`src/rtl/nios2_oci_trace_pkg.sv`:
```
// nios2_oci_trace_pkg: shared types and constants for the DCT trace buffer.
// Holds the FSM encoding, the register map and the status word layout.
package nios2_oci_trace_pkg;

    typedef enum logic [1:0] {
        ST_CAPTURE = 2'd0,
        ST_POST    = 2'd1,
        ST_FROZEN  = 2'd2
    } trace_state_e;

    localparam int REG_STATUS  = 0;
    localparam int REG_CONTROL = 1;

    localparam int CTRL_CLEAR_BIT = 0;
    localparam int CTRL_MODE_BIT  = 1;

    localparam int DROP_W          = 8;
    localparam int STAT_ENT_LSB    = 0;
    localparam int STAT_ENT_W      = 11;
    localparam int STAT_WRAP_BIT   = 11;
    localparam int STAT_MODE_BIT   = 12;
    localparam int STAT_STATE_LSB  = 13;
    localparam int STAT_DROPS_LSB  = 15;

    function automatic logic [31:0] pack_status(
        input logic [STAT_ENT_W-1:0] entries,
        input logic                  wrapped,
        input logic                  mode,
        input trace_state_e          st,
        input logic [DROP_W-1:0]     drops
    );
        logic [31:0] s;
        s = '0;
        s[STAT_ENT_LSB +: STAT_ENT_W] = entries;
        s[STAT_WRAP_BIT]              = wrapped;
        s[STAT_MODE_BIT]              = mode;
        s[STAT_STATE_LSB +: 2]        = st;
        s[STAT_DROPS_LSB +: DROP_W]   = drops;
        return s;
    endfunction

endpackage

```
`src/rtl/nios2_oci_trace_capture_if.sv`:
```
// nios2_oci_trace_capture_if: Avalon-MM slave port of the trace buffer.
// Fixed one-cycle read latency, no waitrequest.
interface nios2_oci_trace_capture_if #(
    parameter int AW = 7,
    parameter int DW = 34
);
    logic [AW-1:0] address;
    logic          read;
    logic          write;
    logic [31:0]   writedata;
    logic [DW-1:0] readdata;
    logic          readdatavalid;

    modport master (
        output address, read, write, writedata,
        input  readdata, readdatavalid
    );

    modport slave (
        input  address, read, write, writedata,
        output readdata, readdatavalid
    );
endinterface

```
`src/rtl/nios2_oci_trace_ram.sv`:
```
// nios2_oci_trace_ram: simple dual-port record store, registered read.
// A read colliding with a write to the same slot returns the old word.
module nios2_oci_trace_ram #(
    parameter int DEPTH = 64,
    parameter int WIDTH = 34
) (
    input  logic                     clk,
    input  logic                     we,
    input  logic [$clog2(DEPTH)-1:0] waddr,
    input  logic [WIDTH-1:0]         wdata,
    input  logic                     re,
    input  logic [$clog2(DEPTH)-1:0] raddr,
    output logic [WIDTH-1:0]         rdata
);
    logic [WIDTH-1:0] mem [DEPTH];

    // write port
    always_ff @(posedge clk) begin
        if (we) mem[waddr] <= wdata;
    end

    // registered read port, sees pre-write contents
    always_ff @(posedge clk) begin
        if (re) rdata <= mem[raddr];
    end
endmodule

```
`src/rtl/nios2_oci_trace_capture.sv`:
```
// nios2_oci_trace_capture: circular DCT record buffer with freeze control.
// Host dumps records oldest-first through the Avalon-MM slave port.
module nios2_oci_trace_capture
    import nios2_oci_trace_pkg::*;
#(
    parameter int DATA_W    = 30,
    parameter int CNT_W     = 4,
    parameter int DEPTH     = 64,
    parameter int POST_TRIG = 8
) (
    input  logic              clk,
    input  logic              reset_n,
    input  logic              dct_valid,
    input  logic [DATA_W-1:0] dct_buffer,
    input  logic [CNT_W-1:0]  dct_count,
    input  logic              test_ending,
    input  logic              test_has_ended,
    nios2_oci_trace_capture_if.slave avs
);
    localparam int PW = $clog2(DEPTH);
    localparam int AW = PW + 1;
    localparam int RW = DATA_W + CNT_W;

    trace_state_e      state_q, state_d;
    logic [PW-1:0]     wr_ptr_q;
    logic [PW:0]       entries_q;
    logic              wrapped_q;
    logic              mode_q;
    logic [DROP_W-1:0] drops_q;
    logic [PW:0]       post_cnt_q, post_cnt_d;
    logic              te_q;

    logic          te_rise, ctrl_wr, clear;
    logic          full, take, store, drop;
    logic          rd_mem, in_range;
    logic [PW-1:0] idx, oldest, rd_addr;
    logic [31:0]   status_w;
    logic [RW-1:0] ram_q, reg_q;
    logic          sel_mem_q, rvalid_q;
    logic          unused_wd;

    assign te_rise = test_ending & ~te_q;
    assign ctrl_wr = avs.write && (avs.address == AW'(REG_CONTROL));
    assign clear   = ctrl_wr && avs.writedata[CTRL_CLEAR_BIT];
    assign full    = (entries_q == (PW+1)'(DEPTH));
    assign take    = dct_valid && (state_q != ST_FROZEN)
                     && !test_has_ended && !clear;
    assign store   = take && (!mode_q || !full);
    assign drop    = take && mode_q && full;

    assign unused_wd = ^avs.writedata[31:2];

    // next state and post-trigger count
    always_comb begin
        state_d    = state_q;
        post_cnt_d = post_cnt_q;
        if (clear) begin
            state_d    = ST_CAPTURE;
            post_cnt_d = '0;
        end else begin
            unique case (state_q)
                ST_CAPTURE: begin
                    if (test_has_ended) begin
                        state_d = ST_FROZEN;
                    end else if (te_rise) begin
                        post_cnt_d = '0;
                        state_d = (POST_TRIG == 0) ? ST_FROZEN
                                                   : ST_POST;
                    end
                end
                ST_POST: begin
                    if (test_has_ended) begin
                        state_d = ST_FROZEN;
                    end else if (take) begin
                        if (post_cnt_q == (PW+1)'(POST_TRIG - 1))
                            state_d = ST_FROZEN;
                        else
                            post_cnt_d = post_cnt_q + 1'b1;
                    end
                end
                default: ;
            endcase
        end
    end

    // state register and edge-detect history
    always_ff @(posedge clk or negedge reset_n) begin
        if (!reset_n) begin
            state_q    <= ST_CAPTURE;
            post_cnt_q <= '0;
            te_q       <= 1'b0;
        end else begin
            state_q    <= state_d;
            post_cnt_q <= post_cnt_d;
            te_q       <= test_ending;
        end
    end

    // pointers, fill level, wrap flag, drop counter, mode
    always_ff @(posedge clk or negedge reset_n) begin
        if (!reset_n) begin
            wr_ptr_q  <= '0;
            entries_q <= '0;
            wrapped_q <= 1'b0;
            drops_q   <= '0;
            mode_q    <= 1'b0;
        end else if (clear) begin
            wr_ptr_q  <= '0;
            entries_q <= '0;
            wrapped_q <= 1'b0;
            drops_q   <= '0;
            mode_q    <= avs.writedata[CTRL_MODE_BIT];
        end else begin
            if (store) begin
                wr_ptr_q <= wr_ptr_q + 1'b1;
                if (full) wrapped_q <= 1'b1;
                else      entries_q <= entries_q + 1'b1;
            end
            if (drop && (drops_q != '1))
                drops_q <= drops_q + 1'b1;
        end
    end

    assign rd_mem   = avs.address[AW-1];
    assign idx      = avs.address[PW-1:0];
    assign oldest   = wrapped_q ? wr_ptr_q : '0;
    assign rd_addr  = oldest + idx;
    assign in_range = ({1'b0, idx} < entries_q);
    assign status_w = pack_status(STAT_ENT_W'(entries_q), wrapped_q,
                                  mode_q, state_q, drops_q);

    nios2_oci_trace_ram #(
        .DEPTH (DEPTH),
        .WIDTH (RW)
    ) u_ram (
        .clk   (clk),
        .we    (store),
        .waddr (wr_ptr_q),
        .wdata ({dct_count, dct_buffer}),
        .re    (avs.read && rd_mem),
        .raddr (rd_addr),
        .rdata (ram_q)
    );

    // read response: register word or ram select, one-cycle latency
    always_ff @(posedge clk or negedge reset_n) begin
        if (!reset_n) begin
            rvalid_q  <= 1'b0;
            sel_mem_q <= 1'b0;
            reg_q     <= '0;
        end else begin
            rvalid_q <= avs.read;
            if (avs.read) begin
                sel_mem_q <= rd_mem && in_range;
                if (!rd_mem && (avs.address == AW'(REG_STATUS)))
                    reg_q <= RW'(status_w);
                else
                    reg_q <= '0;
            end
        end
    end

    assign avs.readdata      = sel_mem_q ? ram_q : reg_q;
    assign avs.readdatavalid = rvalid_q;
endmodule
```
`src/flat_wrapper.sv`:
```
// flat-port wrapper written by rule: the top's interface ports become plain ports
module nios2_oci_trace_capture_flat import nios2_oci_trace_pkg::*;
#(
    parameter int DATA_W    = 30,
    parameter int CNT_W     = 4,
    parameter int DEPTH     = 64,
    parameter int POST_TRIG = 8
)
  (clk, reset_n, dct_valid, dct_buffer, dct_count, test_ending, test_has_ended, avs_address, avs_read, avs_write, avs_writedata, avs_readdata, avs_readdatavalid);
  nios2_oci_trace_capture_if avs_i ();
  input  logic clk;
  input  logic reset_n;
  input  logic dct_valid;
  input  logic [DATA_W-1:0] dct_buffer;
  input  logic [CNT_W-1:0] dct_count;
  input  logic test_ending;
  input  logic test_has_ended;
  input wire logic [$bits(avs_i.address)-1:0] avs_address;
  input wire logic [$bits(avs_i.read)-1:0] avs_read;
  input wire logic [$bits(avs_i.write)-1:0] avs_write;
  input wire logic [$bits(avs_i.writedata)-1:0] avs_writedata;
  output wire logic [$bits(avs_i.readdata)-1:0] avs_readdata;
  output wire logic [$bits(avs_i.readdatavalid)-1:0] avs_readdatavalid;
  assign avs_i.address = avs_address;
  assign avs_i.read = avs_read;
  assign avs_i.write = avs_write;
  assign avs_i.writedata = avs_writedata;
  assign avs_readdata = avs_i.readdata;
  assign avs_readdatavalid = avs_i.readdatavalid;
  nios2_oci_trace_capture #(.DATA_W(DATA_W), .CNT_W(CNT_W), .DEPTH(DEPTH), .POST_TRIG(POST_TRIG)) u_core (.clk(clk), .reset_n(reset_n), .dct_valid(dct_valid), .dct_buffer(dct_buffer), .dct_count(dct_count), .test_ending(test_ending), .test_has_ended(test_has_ended), .avs(avs_i));
endmodule
```
`config.mk`:
```
export PLATFORM = sky130hd
export DESIGN_NAME = nios2_oci_trace_capture_flat
export DESIGN_NICKNAME = d
export VERILOG_FILES = /design/src/rtl/nios2_oci_trace_pkg.sv /design/src/rtl/nios2_oci_trace_capture_if.sv /design/src/rtl/nios2_oci_trace_ram.sv /design/src/rtl/nios2_oci_trace_capture.sv /design/src/flat_wrapper.sv
export SDC_FILE = /design/constraint.sdc
export NUM_CORES = 2
export LEC_CHECK = 0
export BUFFER_PORTS_ARGS = -buffer_cell sky130_fd_sc_hd__buf_2
export CAP_MARGIN = 30
export CORE_MARGIN = 5
export CORE_UTILIZATION = 50
export CTS_CLUSTER_SIZE = 28
export DETAILED_ROUTE_END_ITERATION = 7
export PLACE_DENSITY = 0.66
export SYNTH_ARGS = -nofsm -noshare
export SYNTH_HDL_FRONTEND = slang
export SYNTH_SLANG_ARGS = --single-unit
```
`constraint.sdc`:
```
create_clock -name clk -period 3.9 [get_ports clk]
set_input_delay 0.78 -clock clk [delete_from_list [all_inputs] [get_ports clk]]
set_output_delay 0.78 -clock clk [all_outputs]
set_load 0.01 [all_outputs]
```
Word-level counts from Yosys, hierarchy flattened
Memory sizes are Yosys's and may differ from the RTL's. A register that Yosys moved wholly into a read port is not among the register bits.
Index checks and enable logic that the tools add are counted.
{"block": "totals", "regBits": 69, "latch_bits": 0, "ramBits": 2176, "mem_bits_ro": 0, "inputBits": 80, "wordCells": 92, "mem_count": 1}
{"block": "classes", "n_addsub": 5, "n_mul": 0, "n_div": 0, "n_lt_le_gt_ge": 1, "n_eq_ne": 15, "n_shift": 0, "mux": 29, "bitwise_logic": 2, "n_reduce_logical": 28}
{"name": "u_core.u_ram.mem", "depth": 64, "word_bits": 34, "read_ports": 1, "rd_clocked_by_memory_dff": 1, "wr": 1, "line": "nios2_oci_trace_ram.sv:15", "text": "logic [WIDTH-1:0] mem [DEPTH];"}
{"operator": "$mux 7", "n": 9}
{"operator": "$mux 34", "n": 1}
{"operator": "$mux 23", "n": 1}
{"operator": "$mux 6", "n": 3}
{"operator": "$mux 8", "n": 2}
{"operator": "$add 7x1->7 const B", "n": 2}
{"operator": "$pmux 7 s2", "n": 1}
{"operator": "$logic_and 1x1->1", "n": 12}
{"operator": "$mux 2", "n": 6}
{"operator": "$ne 4x2->1 const B", "n": 3}
{"operator": "$ne 3x2->1 const B", "n": 3}
{"operator": "$add 8x1->8 const B", "n": 1}
{"operator": "$ne 8x8->1 const B", "n": 1}
{"operator": "$eq 7x1->1 const B", "n": 1}
{"operator": "$eq 7x3->1 const B", "n": 1}
{"operator": "$eq 7x7->1 const B", "n": 1}
{"operator": "$logic_not 7->1", "n": 1}
{"operator": "$lt 6x7->1", "n": 1}
{"operator": "$add 6x1->6 const B", "n": 1}
{"operator": "$add 6x6->6", "n": 1}
{"operator": "$ne 3x1->1 const B", "n": 2}
{"operator": "$reduce_and 6->1", "n": 1}
{"operator": "$reduce_bool 2->1", "n": 3}
{"operator": "$logic_not 1->1", "n": 5}
{"operator": "12 further kinds", "n": 17}

Logic depth before layout (Yosys ltp)
{"block": "depth", "depth_word": 10, "depth_mapped": 15, "depth_no_buf": 11}

Hierarchy
A second synthesis with hierarchy kept.
{"block": "hier_totals", "hier_cells": 4085, "area_unflattened_um2": 87443.9}
{"mod": "nios2_oci_trace_ram", "n_inst": 1, "cells_per_inst": 3744, "area_per_inst_um2": 84114.4, "seq_area_each_um2": 66363.6}
{"mod": "nios2_oci_trace_capture", "n_inst": 1, "cells_per_inst": 341, "area_per_inst_um2": 3329.4, "seq_area_each_um2": 1351.3}

Worst setup path before layout
Ideal clock, no wire load.
{"block": "synth_path", "path_type": "input to register", "from": "input test_has_ended", "to": "memory u_core.u_ram.mem[59][0], enable pin", "setup_ns": 0.425, "arrival_ns": 3.501, "path_slack_ns": -0.027, "path_stages": 8, "path_buffers": 1, "cell_sequence": "nand2b_1 > nor2_2 > a21boi_1 > and2_1 > buf_2 > and2b_1 > nand3_1 > nor2_1"}
{"block": "synth_between", "elab_chain_len": 6}
{"item": "start: declaration", "line": "flat_wrapper.sv:17", "text": "input logic test_has_ended;"}
{"item": "$logic_not 1->1", "line": "nios2_oci_trace_capture.sv:47", "text": "&& !test_has_ended && !clear;"}
{"item": "$logic_and 1x1->1 (2 in series)", "line": "nios2_oci_trace_capture.sv:47"}
{"item": "$logic_and 1x1->1", "line": "nios2_oci_trace_capture.sv:48", "text": "assign store = take && (!mode_q || !full);"}
{"item": "$mux 1", "line": "nios2_oci_trace_ram.sv:19", "text": "if (we) mem[waddr] <= wdata;"}
{"item": "$mux 1 (not written as such)", "line": "nios2_oci_trace_ram.sv:19"}
{"item": "end: declaration", "line": "nios2_oci_trace_ram.sv:15"}
Every way passes these cells.

Final worst setup path
{"block": "layout_path", "from": "register u_core.wrapped_q", "to": "register u_core.u_ram.rdata[28] (read register of u_core.u_ram.mem), data pin"}
{"block": "layout_between", "elab_chain_len": 2}
{"item": "start: declaration", "line": "nios2_oci_trace_capture.sv:27", "text": "logic wrapped_q;"}
{"item": "start signal: assignment", "line": "nios2_oci_trace_capture.sv:104", "text": "wrapped_q <= 1'b0;"}
{"item": "start signal: assignment", "line": "nios2_oci_trace_capture.sv:110", "text": "wrapped_q <= 1'b0;"}
{"item": "start signal: assignment", "line": "nios2_oci_trace_capture.sv:116", "text": "if (full) wrapped_q <= 1'b1;"}
{"item": "$mux 6", "line": "nios2_oci_trace_capture.sv:126", "text": "assign oldest = wrapped_q ? wr_ptr_q : '0;"}
{"item": "$add 6x6->6", "line": "nios2_oci_trace_capture.sv:127", "text": "assign rd_addr = oldest + idx;"}
{"item": "end: declaration", "line": "nios2_oci_trace_ram.sv:13", "text": "output logic [WIDTH-1:0] rdata"}
Every way passes these cells.
A chain may end at the register's enable or synchronous reset.

==> metrics <==
status complete, no violations; crit path max-delay cell type fa_4; final clock skew a little under 40 ps; die width roughly 430 µm; Die Footprint 184000 µm²; Critical path origin u_core.wrapped_q; Bufs and invs on worst path 3; WL met3 roughly 20 mm; Final Hold Viols 0; synth warn 0; Final Setup Violations 0; vias in the first global route 44500; Core Box Area between 150000 and 200000 µm²; Final min period roughly 3700 ps; Pins Over Slew Limit 0; crit-path cells and2_1 -> ha_4 -> inv_1 -> fa_4 -> buf_4 -> buf_12 -> mux4_2 -> mux2_2 -> o32ai_1 -> o41ai_1; crit-path max FO 35; crit path capture type register; Worst Hold End u_core.te_q; Hold Crit Class in2reg; Mapped Cells between 4000 and 5000; R2R Setup Slk 180 ps; Die Span Y roughly 430 µm; CTS buffer count between 200 and 250; global-route wire length before repair between 300 and 400 mm; top-area cell type share of the netlist area around 76%; Critical Path Max Stage Delay 980 ps; Via density 6.22; htree depth 4; Power per Cell Area 492 nW/µm²; maxcap violations 0; hold path cells 1; Power Total between 50 and 60 mW; largest net degree at the start of global routing 65; Clock Latency Late Sink approximately 860 ps; initial drt markers roughly 5300; leak pwr between 30 and 40 nW; Worst-Margin Slew 1020 ps; predominant post-synthesis flop cell edfxtp_1; DR DRC count 0; worst r2r src u_core.wrapped_q; period utilisation layout between 90 and 100%; gr usage total roughly a quarter; Detailed Routing Iterations Pass 1 5; Row Count approximately 150; setup total negative slack 0 ps; min-delay src test_ending; Peak supply drop approximately 410 µV; DRT Wirelength between 200 and 250 mm; Layout area overhead 16.0%; metal2 WL around 110 mm; PortBufs 84; FF-to-FF path depth 10; Routed met1 length approximately 89 mm; EDFF count, synth 2210; fmax ~270 MHz; Clock Sinks 2264; max_slew headroom between 30% and 40%; CP Depth 10; Async S/R FF share, synth under 10%; ranking of synthesized cells by area edfxtp_1 76%, mux4_2 14%, dfrtp_1 1.5%; mapped cell area 87600 µm²; syn_nets between 4000 and 5000; Via Count roughly 44000; Setup CP Type reg2reg; CTS root buffer clkbuf_16; starting density of the core 50.3%; Netlist cell types 63; unrepaired setup endpoints after global routing no; Req. time, crit path ~4400 ps; WP data arrival between 4000 and 5000 ps; routability cong. 0.826; I/O pin cnt about 120; CTS tree done; Clock transition at path regs 60 ps; post-CTS resize count 0; detailed-placement wirelength estimate approximately 130 mm; Antenna Nets Post-Route 0; DR top layer met4; cell taking the most area after synthesis edfxtp_1; Worst R2R End u_core.u_ram.rdata[28]; layout cell share with drive strength beyond 1 30.7%; flops & latches, synth ~2300; Routed wire per std cell approximately 32 µm; GR Overflow Total 0; fin nets about 4600; sequential share of the synthesized area between 70 and 80%; worst-case clock buffer depth 3; post-synthesis average cell area 21.3 µm²; startpoint types register; CP top delay family adder cells; initial antenna violation count 10
## cell usage after synthesis, types with 33 or more instances
master,count
edfxtp_1,2210
buf_1,35
nand3_1,77
clkbuf_1,77
and3_1,45
o32ai_1,33
mux4_2,544
nand2_1,299
dfrtp_1,54
buf_2,93
nor2_1,161
a21oi_1,48
mux2_2,52
mux2i_1,69
nand4_1,40
a32oi_1,33
## metal layers
| metal | vias to the layer above | GRT usage [%] |
|---|---|---|
| li1 | 17900 | - |
| met1 | 23400 | 34.6 |
| met2 | 2187 | 38.7 |
| met3 | 350 | 4.57 |
| met4 | 0 | 6.80 |
| met5 | - | 0 |
## worst max path at each step
| stage | end | slack, ps |
|---|---|---|
| after CTS | u_core.u_ram.rdata[24] | 190 |
| final | u_core.u_ram.rdata[28] | 180 |
| after detailed placement | u_core.u_ram.rdata[24] | -170 |
| after global placement | u_core.u_ram.rdata[23] | -170 |
| after floorplan | u_core.u_ram.mem[59][0] | -30 |
| after global routing | u_core.u_ram.rdata[24] | 70 |
## report_power, final
group / leakage (nW) / internal (mW) / switching (mW) / total (mW)
Combinational: 8.90 / 1.22 / 1.78 / 3.00
Sequential: 20.6 / 26.8 / 0.142 / 27.0
Clock: 3.31 / 11.1 / 8.92 / 20.0
Total: 32.8 / 39.2 / 10.9 / 50.0
## worst register-to-register path, delay by kind of cell, from the launching register on
family	cells	cell delay (ps)
compound gates	2	590
fa+ha+maj	2	1130
buf+inv	3	530
flops	1	350
mux	2	640
simple gates	1	190
## cell families after synthesis
| logic type | count (synthesis) | synth area share (%) |
|---|---|---|
| AOI/OAI and AO/OA | 206 | 1.92 |
| xor gates and xnor gates | 22 | 0.237 |
| adders and majority gates | 16 | 0.237 |
| buffers and inverters | 246 | 1.32 |
| DFF | 2264 | 77.3 |
| muxes | 665 | 15.5 |
| and+or+nand+nor | 684 | 3.50 |
## through the flow
step           std cells  area [µm²]  util [%]  worst slack, ps  hold WS (ps)
2_1_floorplan       4103       87600         -            -26.8           469
3_3_place_gp        6630       94500      54.3             -172           492
3_5_place_dp        6639       94700      54.4             -172           493
4_1_cts             7042      101000      58.3              185          19.8
5_1_grt             7050      102000      58.4             73.1          30.3
6_report            7051      102000      58.4              176          71.8
## area by class of cell
cell class,instances,area (µm²)
multi-input combinational,1593,19300
antenna,2,5.00
inverter,13,48.8
tap,2325,2910
timing repair buffer,452,4860
sequential,2264,67700
clock inverter,139,1060
clock buffer,263,5710
fill,12400,72400
## placed cells by master (no fill, tap or decap), types with 12 or more instances in the layout
master / instances
a21oi_1: 47
mux2i_1: 69
nand4_1: 40
o41ai_2: 16
edfxtp_1: 2210
clkinv_1: 63
nand2_1: 298
clkbuf_16: 220
o32ai_1: 33
mux4_2: 544
a22o_1: 20
nand3_1: 77
buf_4: 234
dfrtp_1: 54
clkinv_2: 45
and3_1: 45
nor2_4: 66
clkbuf_1: 39
a32oi_1: 33
ha_1: 14
buf_2: 84
mux2_2: 52
o41ai_1: 17
buf_12: 132
inv_1: 12
and2_1: 23
nor2_1: 96
## timing repair
action | 4_1_cts | 5_1_grt
hold buffers | 1 | 0
endpoints found under the hold margin | 30 | 0
buffers inserted | 0 | 0
## registers in the layout (all words and copies together), names as in the netlist
signal and flops:
u_core.post_cnt_q 7, u_core.wr_ptr_q 6, u_core.sel_mem_q 1, u_core.u_ram.rdata 34, u_core.mode_q 1, u_core.state_q 2
u_core.drops_q 8, u_core.avs.readdatavalid 1, u_core.reg_q 19, u_core.te_q 1, u_core.u_ram.mem 2176, u_core.entries_q 7
u_core.wrapped_q 1
Note: power is estimated with default switching activity, not from simulation.
